[config.mk]
export PLATFORM = sky130hd
export DESIGN_NAME = instr_fetch_unit
export DESIGN_NICKNAME = d
export VERILOG_FILES = /design/src/rtl/instr_fetch_unit.sv
export SDC_FILE = /design/constraint.sdc
export NUM_CORES = 1
export LEC_CHECK = 0
export BUFFER_PORTS_ARGS = -buffer_cell sky130_fd_sc_hd__buf_2
export CORE_ASPECT_RATIO = 1.1
export CORE_MARGIN = 5
export CORE_UTILIZATION = 51
export DETAILED_ROUTE_END_ITERATION = 12
export GPL_TIMING_DRIVEN = 0
export PLACE_DENSITY_LB_ADDON = 0.05
export SLEW_MARGIN = 20
export SYNTH_ARGS = -nofsm -noshare
export SYNTH_HDL_FRONTEND = slang
export SYNTH_SLANG_ARGS = --single-unit
[constraint.sdc]
create_clock -name clk -period 6.5 [get_ports clk]
set_input_delay 1.3 -clock clk [delete_from_list [all_inputs] [get_ports clk]]
set_output_delay 1.3 -clock clk [all_outputs]
set_load 0.02 [all_outputs]
[src/rtl/instr_fetch_unit.sv]
// Instruction fetch stage: program counter, single-outstanding imem request/grant/response
// handshake, registered IF/ID output backed by a one-entry skid buffer, redirect with drop.
module instr_fetch_unit #(
  parameter logic [31:0] RESET_PC = 32'h0000_0000
) (
  input  logic        clk,
  input  logic        rst,
  output logic        imem_req,
  output logic [31:0] imem_addr,
  input  logic        imem_gnt,
  input  logic        imem_rvalid,
  input  logic [31:0] imem_rdata,
  input  logic        redirect_valid,
  input  logic [31:0] redirect_pc,
  input  logic        stall,
  output logic        id_valid,
  output logic [31:0] id_instruction,
  output logic [31:0] id_pc
);

  localparam logic [31:0] NOP     = 32'h0000_0013;
  localparam logic [31:0] PC_STEP = 32'd4;

  typedef enum logic [1:0] {S_IDLE, S_REQ, S_WAIT} state_e;

  state_e      state_q, state_d;
  logic [31:0] pc_q, pc_d, addr_q, addr_d;
  logic        req_q, req_d;
  logic        drop_q, drop_d;
  logic        out_valid_q, out_valid_d;
  logic [31:0] out_instr_q, out_instr_d, out_pc_q, out_pc_d;
  logic        skid_valid_q, skid_valid_d;
  logic [31:0] skid_instr_q, skid_instr_d, skid_pc_q, skid_pc_d;

  logic        rsp_v, load, consume, out_free;
  logic [31:0] tgt;

  always_comb begin
    state_d      = state_q;
    pc_d         = pc_q;
    addr_d       = addr_q;
    drop_d       = drop_q;
    out_valid_d  = out_valid_q;
    out_instr_d  = out_instr_q;
    out_pc_d     = out_pc_q;
    skid_valid_d = skid_valid_q;
    skid_instr_d = skid_instr_q;
    skid_pc_d    = skid_pc_q;

    rsp_v    = (state_q == S_WAIT) && imem_rvalid;
    load     = rsp_v && !drop_q;
    consume  = out_valid_q && !stall;
    out_free = !out_valid_q || !stall;
    tgt      = redirect_pc & ~32'd3;

    // Fetch sequencing; pc only advances on a grant whose response will be kept.
    case (state_q)
      S_IDLE: begin
        if (!skid_valid_q) begin
          state_d = S_REQ;
          addr_d  = pc_q;
        end
      end
      S_REQ: begin
        if (imem_gnt) begin
          state_d = S_WAIT;
          if (!drop_q) pc_d = pc_q + PC_STEP;
        end
      end
      S_WAIT: begin
        if (imem_rvalid) begin
          drop_d = 1'b0;
          if (drop_q || out_free) begin
            state_d = S_REQ;
            addr_d  = pc_q;
          end else begin
            state_d = S_IDLE;
          end
        end
      end
      default: state_d = S_IDLE;
    endcase

    // Output register and skid; skid is only ever full while fetch is parked in IDLE.
    if (consume) begin
      if (skid_valid_q) begin
        out_instr_d  = skid_instr_q;
        out_pc_d     = skid_pc_q;
        skid_valid_d = 1'b0;
      end else if (load) begin
        out_instr_d = imem_rdata;
        out_pc_d    = addr_q;
      end else begin
        out_valid_d = 1'b0;
      end
    end else if (!out_valid_q) begin
      if (load) begin
        out_valid_d = 1'b1;
        out_instr_d = imem_rdata;
        out_pc_d    = addr_q;
      end
    end else if (load) begin
      skid_valid_d = 1'b1;
      skid_instr_d = imem_rdata;
      skid_pc_d    = addr_q;
    end

    // Redirect overrides everything; an ungranted request keeps its address.
    if (redirect_valid) begin
      pc_d         = tgt;
      out_valid_d  = 1'b0;
      skid_valid_d = 1'b0;
      case (state_q)
        S_IDLE: begin
          state_d = S_REQ;
          addr_d  = tgt;
        end
        S_REQ:  drop_d = 1'b1;
        S_WAIT: begin
          if (imem_rvalid) begin
            drop_d  = 1'b0;
            state_d = S_REQ;
            addr_d  = tgt;
          end else begin
            drop_d = 1'b1;
          end
        end
        default: drop_d = 1'b0;
      endcase
    end

    req_d = (state_d == S_REQ);
  end

  always_ff @(posedge clk or posedge rst) begin
    if (rst) begin
      state_q      <= S_IDLE;
      pc_q         <= RESET_PC;
      addr_q       <= RESET_PC;
      req_q        <= 1'b0;
      drop_q       <= 1'b0;
      out_valid_q  <= 1'b0;
      out_instr_q  <= NOP;
      out_pc_q     <= RESET_PC;
      skid_valid_q <= 1'b0;
      skid_instr_q <= NOP;
      skid_pc_q    <= RESET_PC;
    end else begin
      state_q      <= state_d;
      pc_q         <= pc_d;
      addr_q       <= addr_d;
      req_q        <= req_d;
      drop_q       <= drop_d;
      out_valid_q  <= out_valid_d;
      out_instr_q  <= out_instr_d;
      out_pc_q     <= out_pc_d;
      skid_valid_q <= skid_valid_d;
      skid_instr_q <= skid_instr_d;
      skid_pc_q    <= skid_pc_d;
    end
  end

  assign imem_req       = req_q;
  assign imem_addr      = addr_q;
  assign id_valid       = out_valid_q;
  assign id_instruction = out_instr_q;
  assign id_pc          = out_pc_q;

endmodule

* Word-level counts from Yosys, hierarchy flattened
Cells that the tools add are included.
** Word-level totals
- Register bits after elaboration :: 198
- Bits in latches :: 0
- RAM bits :: 0
- ROM bits :: 0
- Bits of input ports :: 70
- Output and inout bits :: 98
- Memories kept :: 0
** Cells by class
- $add $sub $neg :: 1
- Multiply operators :: 0
- Divide/modulo/power cells :: 0
- $lt $le $gt $ge :: 0
- Equality and inequality tests :: 7
- Shifts and indexed selects :: 0
- Multiplexer cells :: 42
- Bitwise gates (word level) :: 1
- Reduce and logical (&&, ||, !) cells :: 17
** Operator list (count)
- $mux 32 :: 17
- $pmux 32 s2 :: 2
- $add 32x3->32 const B :: 1
- $mux 1 :: 15
- $mux 2 :: 5
- $ne 3x3->1 const B :: 2
- $pmux 2 s3 :: 1
- $reduce_and 3->1 :: 2
- $reduce_bool 3->1 :: 2
- $eq 2x1->1 const B :: 2
- $pmux 2 s2 :: 1
- $reduce_and 2->1 :: 2
- $reduce_bool 2->1 :: 2
- $logic_and 1x1->1 :: 3
- $logic_not 1->1 :: 3
- $pmux 1 s3 :: 1
- $eq 2x2->1 const B :: 1
- $logic_not 2->1 :: 1
- $logic_or 1x1->1 :: 2
- $ne 2x1->1 const B :: 1
- $ne 2x2->1 const B :: 1
- $not 1->1 :: 1

* Depth between registers and ports, before layout
- Depth after elaboration :: 10
- Depth in mapped cells :: 7
- Depth with buffers taken out :: 5

* Least setup slack after synthesis
OpenSTA, ideal clock, no wires.
- Kind :: input to register
- Start :: input imem_gnt
- End :: register pc_q[27]
- Arrival :: 2.402 ns
- Slack :: 3.959 ns
- Stages :: 5
- Buffers on the path :: 1
- Cells stage by stage :: nand4bb_1 -> buf_2 -> or4_4 -> o41ai_2 -> a31oi_1
** On the way
- Cells in the longest elaborated chain, start to end :: 2
** RTL lines
- start, declared :: RTL line 10 : input logic imem_gnt,
- $reduce_bool 2->1 (no source line)
- $reduce_and 3->1 (no source line)
- end signal, assigned :: RTL line 150 : pc_q <= pc_d;
- end, declared :: RTL line 27 : logic [31:0] pc_q, pc_d, addr_q, addr_d;
Every way passes these cells.
A chain may end at the register's enable or synchronous reset.

* Worst setup path in the final report
- Start :: input stall
- End :: register addr_q[24], in the netlist imem_addr[24]
** On the way
- Cells in the longest elaborated chain, start to end :: 9
** RTL lines
- start, declared :: RTL line 15 : input logic stall,
- $logic_not 1->1 * :: RTL line 53 : out_free = !out_valid_q || !stall;
- $logic_or 1x1->1 * :: RTL line 53
- $logic_or 1x1->1 * :: RTL line 73 : if (drop_q || out_free) begin
- $mux 32 * :: RTL line 73
- $mux 32 * :: RTL line 71 : if (imem_rvalid) begin
- $pmux 32 s2 * :: RTL line 57 : case (state_q)
- $mux 32 :: RTL line 120 : if (imem_rvalid) begin
- $pmux 32 s2 :: RTL line 113 : case (state_q)
- $mux 32 * :: RTL line 109 : if (redirect_valid) begin
- net addr_d[24] :: RTL line 27
- end signal, assigned :: RTL line 151 : addr_q <= addr_d;
- end, declared :: RTL line 27
The timed path passes the listed nets; every way through them passes the cells marked *.

==> results.py <==
metrics = {
    "route": {
        "drt_pre_antenna_iters": 4,
        "drcViolationCount": 0,
        "first_iter_violations": 358,
        "wire_per_inst_um": 18.7,
        "ant_nets": 0,
        "viasPerCell": 5.63,
        "routed_wl_um": 24600,
        "num_vias": 7395,
    },
    "clock_network": {
        "clock_path_buffers": 2,
        "cts_tree": "done",
        "clkSlewWorstSetupHoldPaths_ns": 0.07,
        "postCtsSetupBuffers": 0,
        "cts_resized": 0,
        "cts_hold_buf": 0,
        "clock_latency_ns": 0.44,
        "h-tree-depth": 4,
        "cts_inserted_buffers": 17,
        "cts.sink_count": 196,
        "cts_root_buf": "clkbuf_16",
    },
    "worst_setup_path": {
        "worstSetupStartpointType": "input port",
        "critPathBufInv": 2,
        "worstPathRequired_ns": 6.83,
        "path_class": "in2reg",
        "cp.arrival_ns": 3.03,
        "reg2reg_setup_slack_ns": 4.19,
        "crit_chain": "buf_2 > nand3b_1 > a31oi_1 > clkbuf_1 > nor3b_1 > o31a_1",
        "path_delay_family": "compound AO/OA/AOI/OAI gates",
        "endpoint_kind": "register",
        "cpMaxStageDelayCell": "a31oi_1",
        "critPathMaxStageDelay_ns": 0.59,
        "crit_fanout": 10,
    },
    "job": {
        "cap_violations": 0,
    },
    "die": {
        "rows": 51,
        "die_y_um": 151,
        "die_area_um2": 20900,
        "core_area_um2": 17700,
        "io_pins": 168,
        "start_util": 0.520,
        "die_w_um": 138,
    },
    "sta": {
        "finalSetupTns_ns": 0,
        "slew_headroom": 0.379,
        "fin_skew_ns": 0.0131,
        "worst_pin_slew_ns": 0.923,
        "setup_viol": 0,
        "slew_viol_final": 0,
        "min_period_ns": 2.70,
        "layout_worst_path_cycle_share": 0.416,
        "hold_violations": 0,
        "fmax_mhz": 370,
        "rsz0062_at_grt": "no",
    },
    "cells_and_area": {
        "fin_nets": 1134,
        "drive_gt1_frac": 0.283,
        "seqCellArea_um2": 4910,
        "multi_input_area_um2": 3910,
        "final_util": 0.625,
        "antenna_cells": 0,
        "fill_cells": 1596,
        "area_growth_syn_to_layout_pct": 20.1,
    },
    "synth": {
        "synth-compound-area-share": 0.184,
        "post-synth-top-count-cell": "dfrtp_1",
        "syn_nets": 944,
        "avgSynthCellArea_um2": 10.6,
        "synth_area_leaders": "dfrtp_1 52%, mux2_2 7.9%, a22oi_1 5.4%, o21ai_0 4.2%, nand2_1 3.6%",
        "synthTopCellsByCount": "190 x dfrtp_1, 89 x nand2_1, 77 x o21ai_0",
        "synthMuxAreaShare": 0.0793,
        "yosys.area.top_type": "dfrtp_1",
        "synth-xor-area-share": 0.00759,
        "syn_area_um2": 9230,
        "yosysWarnings": 0,
        "syn-instance-count": 873,
        "synth_top_family_by_area": "compound AO/OA/AOI/OAI gates",
        "seq_area_frac_synth": 0.532,
        "synthAdderAreaFrac": 0.00136,
        "synth_top_cell_area_share": 0.515,
        "synth_edf_count": 0,
        "ys_seq_elements": 196,
        "yosysUniqueCellTypes": 53,
        "synthSimpleGateAreaFrac": 0.152,
        "synth_flop_cell": "dfrtp_1",
        "async_flop_share": 1.00,
    },
    "worst_hold_path": {
        "holdCritPathClass": "reg2reg",
    },
    "power_and_ir_drop": {
        "peakVddDrop_mv": 0.214,
        "pwr_density_cell_nw_per_um2": 397,
        "leakage_nw": 5.05,
        "finalPower_mw": 4.40,
    },
    "global_routing": {
        "grt_pass1_vias": 7295,
        "antenna_found_initial": 0,
        "grt_overflow": 0,
        "grt_usage": 0.239,
        "grt_max_degree": 34,
        "grt_pass1_wl_um": 39800,
    },
    "outcome": {
        "outcome": "finished clean",
    },
    "placement": {
        "portBuffers": 165,
        "gp_congestion": 0.891,
        "post-dp-hpwl_um": 18500,
    },
}
-- report_power, final --
part | internal, mW | total [mW] | switching, mW
Combinational | 0.565 | 1.53 | 0.968
Sequential | 1.54 | 1.80 | 0.262
Clock | 0.559 | 1.07 | 0.508
-- through the flow --
step                      setup WS (ns)  instance area [µm²]  std cells  hold slack, ns
after CTS                          3.78                11100       1314           0.482
after global placement             1.44                10400       1276           0.457
after floorplan                    2.67                 9230        873           0.481
final                              3.80                11100       1314           0.475
after detailed placement           3.33                10500       1282           0.465
after global routing               3.66                11100       1314           0.498
-- cell usage in the layout (no fill, tap or decap), types with 7 or more instances in the layout --
| master | n |
|---|---|
| xnor2_1 | 8 |
| nand2b_1 | 32 |
| nor2_1 | 28 |
| clkbuf_1 | 45 |
| o31a_1 | 30 |
| dfrtp_1 | 190 |
| nor3b_1 | 14 |
| nand4_1 | 12 |
| o31ai_1 | 10 |
| nand2_1 | 89 |
| mux2_2 | 65 |
| o21ai_0 | 77 |
| nor3_1 | 25 |
| nand3_1 | 20 |
| a31oi_1 | 16 |
| buf_2 | 179 |
| inv_1 | 20 |
| or4_1 | 10 |
| and3_1 | 7 |
| a22oi_1 | 66 |
| o21a_1 | 30 |
| clkbuf_16 | 17 |
-- final cells by class --
type,count,area share
buffer,68,0.0293
sequential,196,0.443
timing repair buffer,171,0.0860
clock buffer,18,0.0396
tap,238,0.0269
multi-input combinational,587,0.353
clock inverter,14,0.0149
inverter,22,0.00779
-- kinds of logic after synthesis --
| kind of cell | after synthesis |
|---|---|
| AO/OA/AOI/OAI | 247 |
| XOR/XNOR | 8 |
| adder cells (fa/ha/maj) | 1 |
| buffers and inverters | 90 |
| flip-flops | 196 |
| multiplexers | 65 |
| AND/OR/NAND/NOR | 266 |
-- state kept, by name, summed over array words and instances (netlist names) --
signal and count:
id_instruction 32, imem_addr 32, id_pc 32, state_q 2
drop_q 1, imem_req 1, skid_valid_q 1, skid_instr_q 32
skid_pc_q 32, id_valid 1, pc_q 30
-- tightest hold or removal path, stage by stage, from the launching register on --
cell and delay [ns]:
dfrtp_1 0.34, nand2_1 0.05, o21ai_0 0.06
-- layer usage --
metal | part of all wire | GRT usage
met1 | 0.44 | 0.319
met2 | 0.49 | 0.404
met3 | 0.053 | 0.0426
met4 | 0.018 | 0.0707
met5 | 0 | 0
-- worst paths after layout --
path / start / end / depth (start not counted)
min in group asynchronous: rst / skid_pc_q[0] / 2
min reg2reg: id_instruction[21] / id_instruction[21] / 2
max: stall / imem_addr[24] / 6
max in group asynchronous: rst / skid_pc_q[20] / 6
max reg2reg: state_q[0] / skid_pc_q[29] / 5
min: id_instruction[21] / id_instruction[21] / 2
Note: power is estimated with default switching activity, not from simulation.
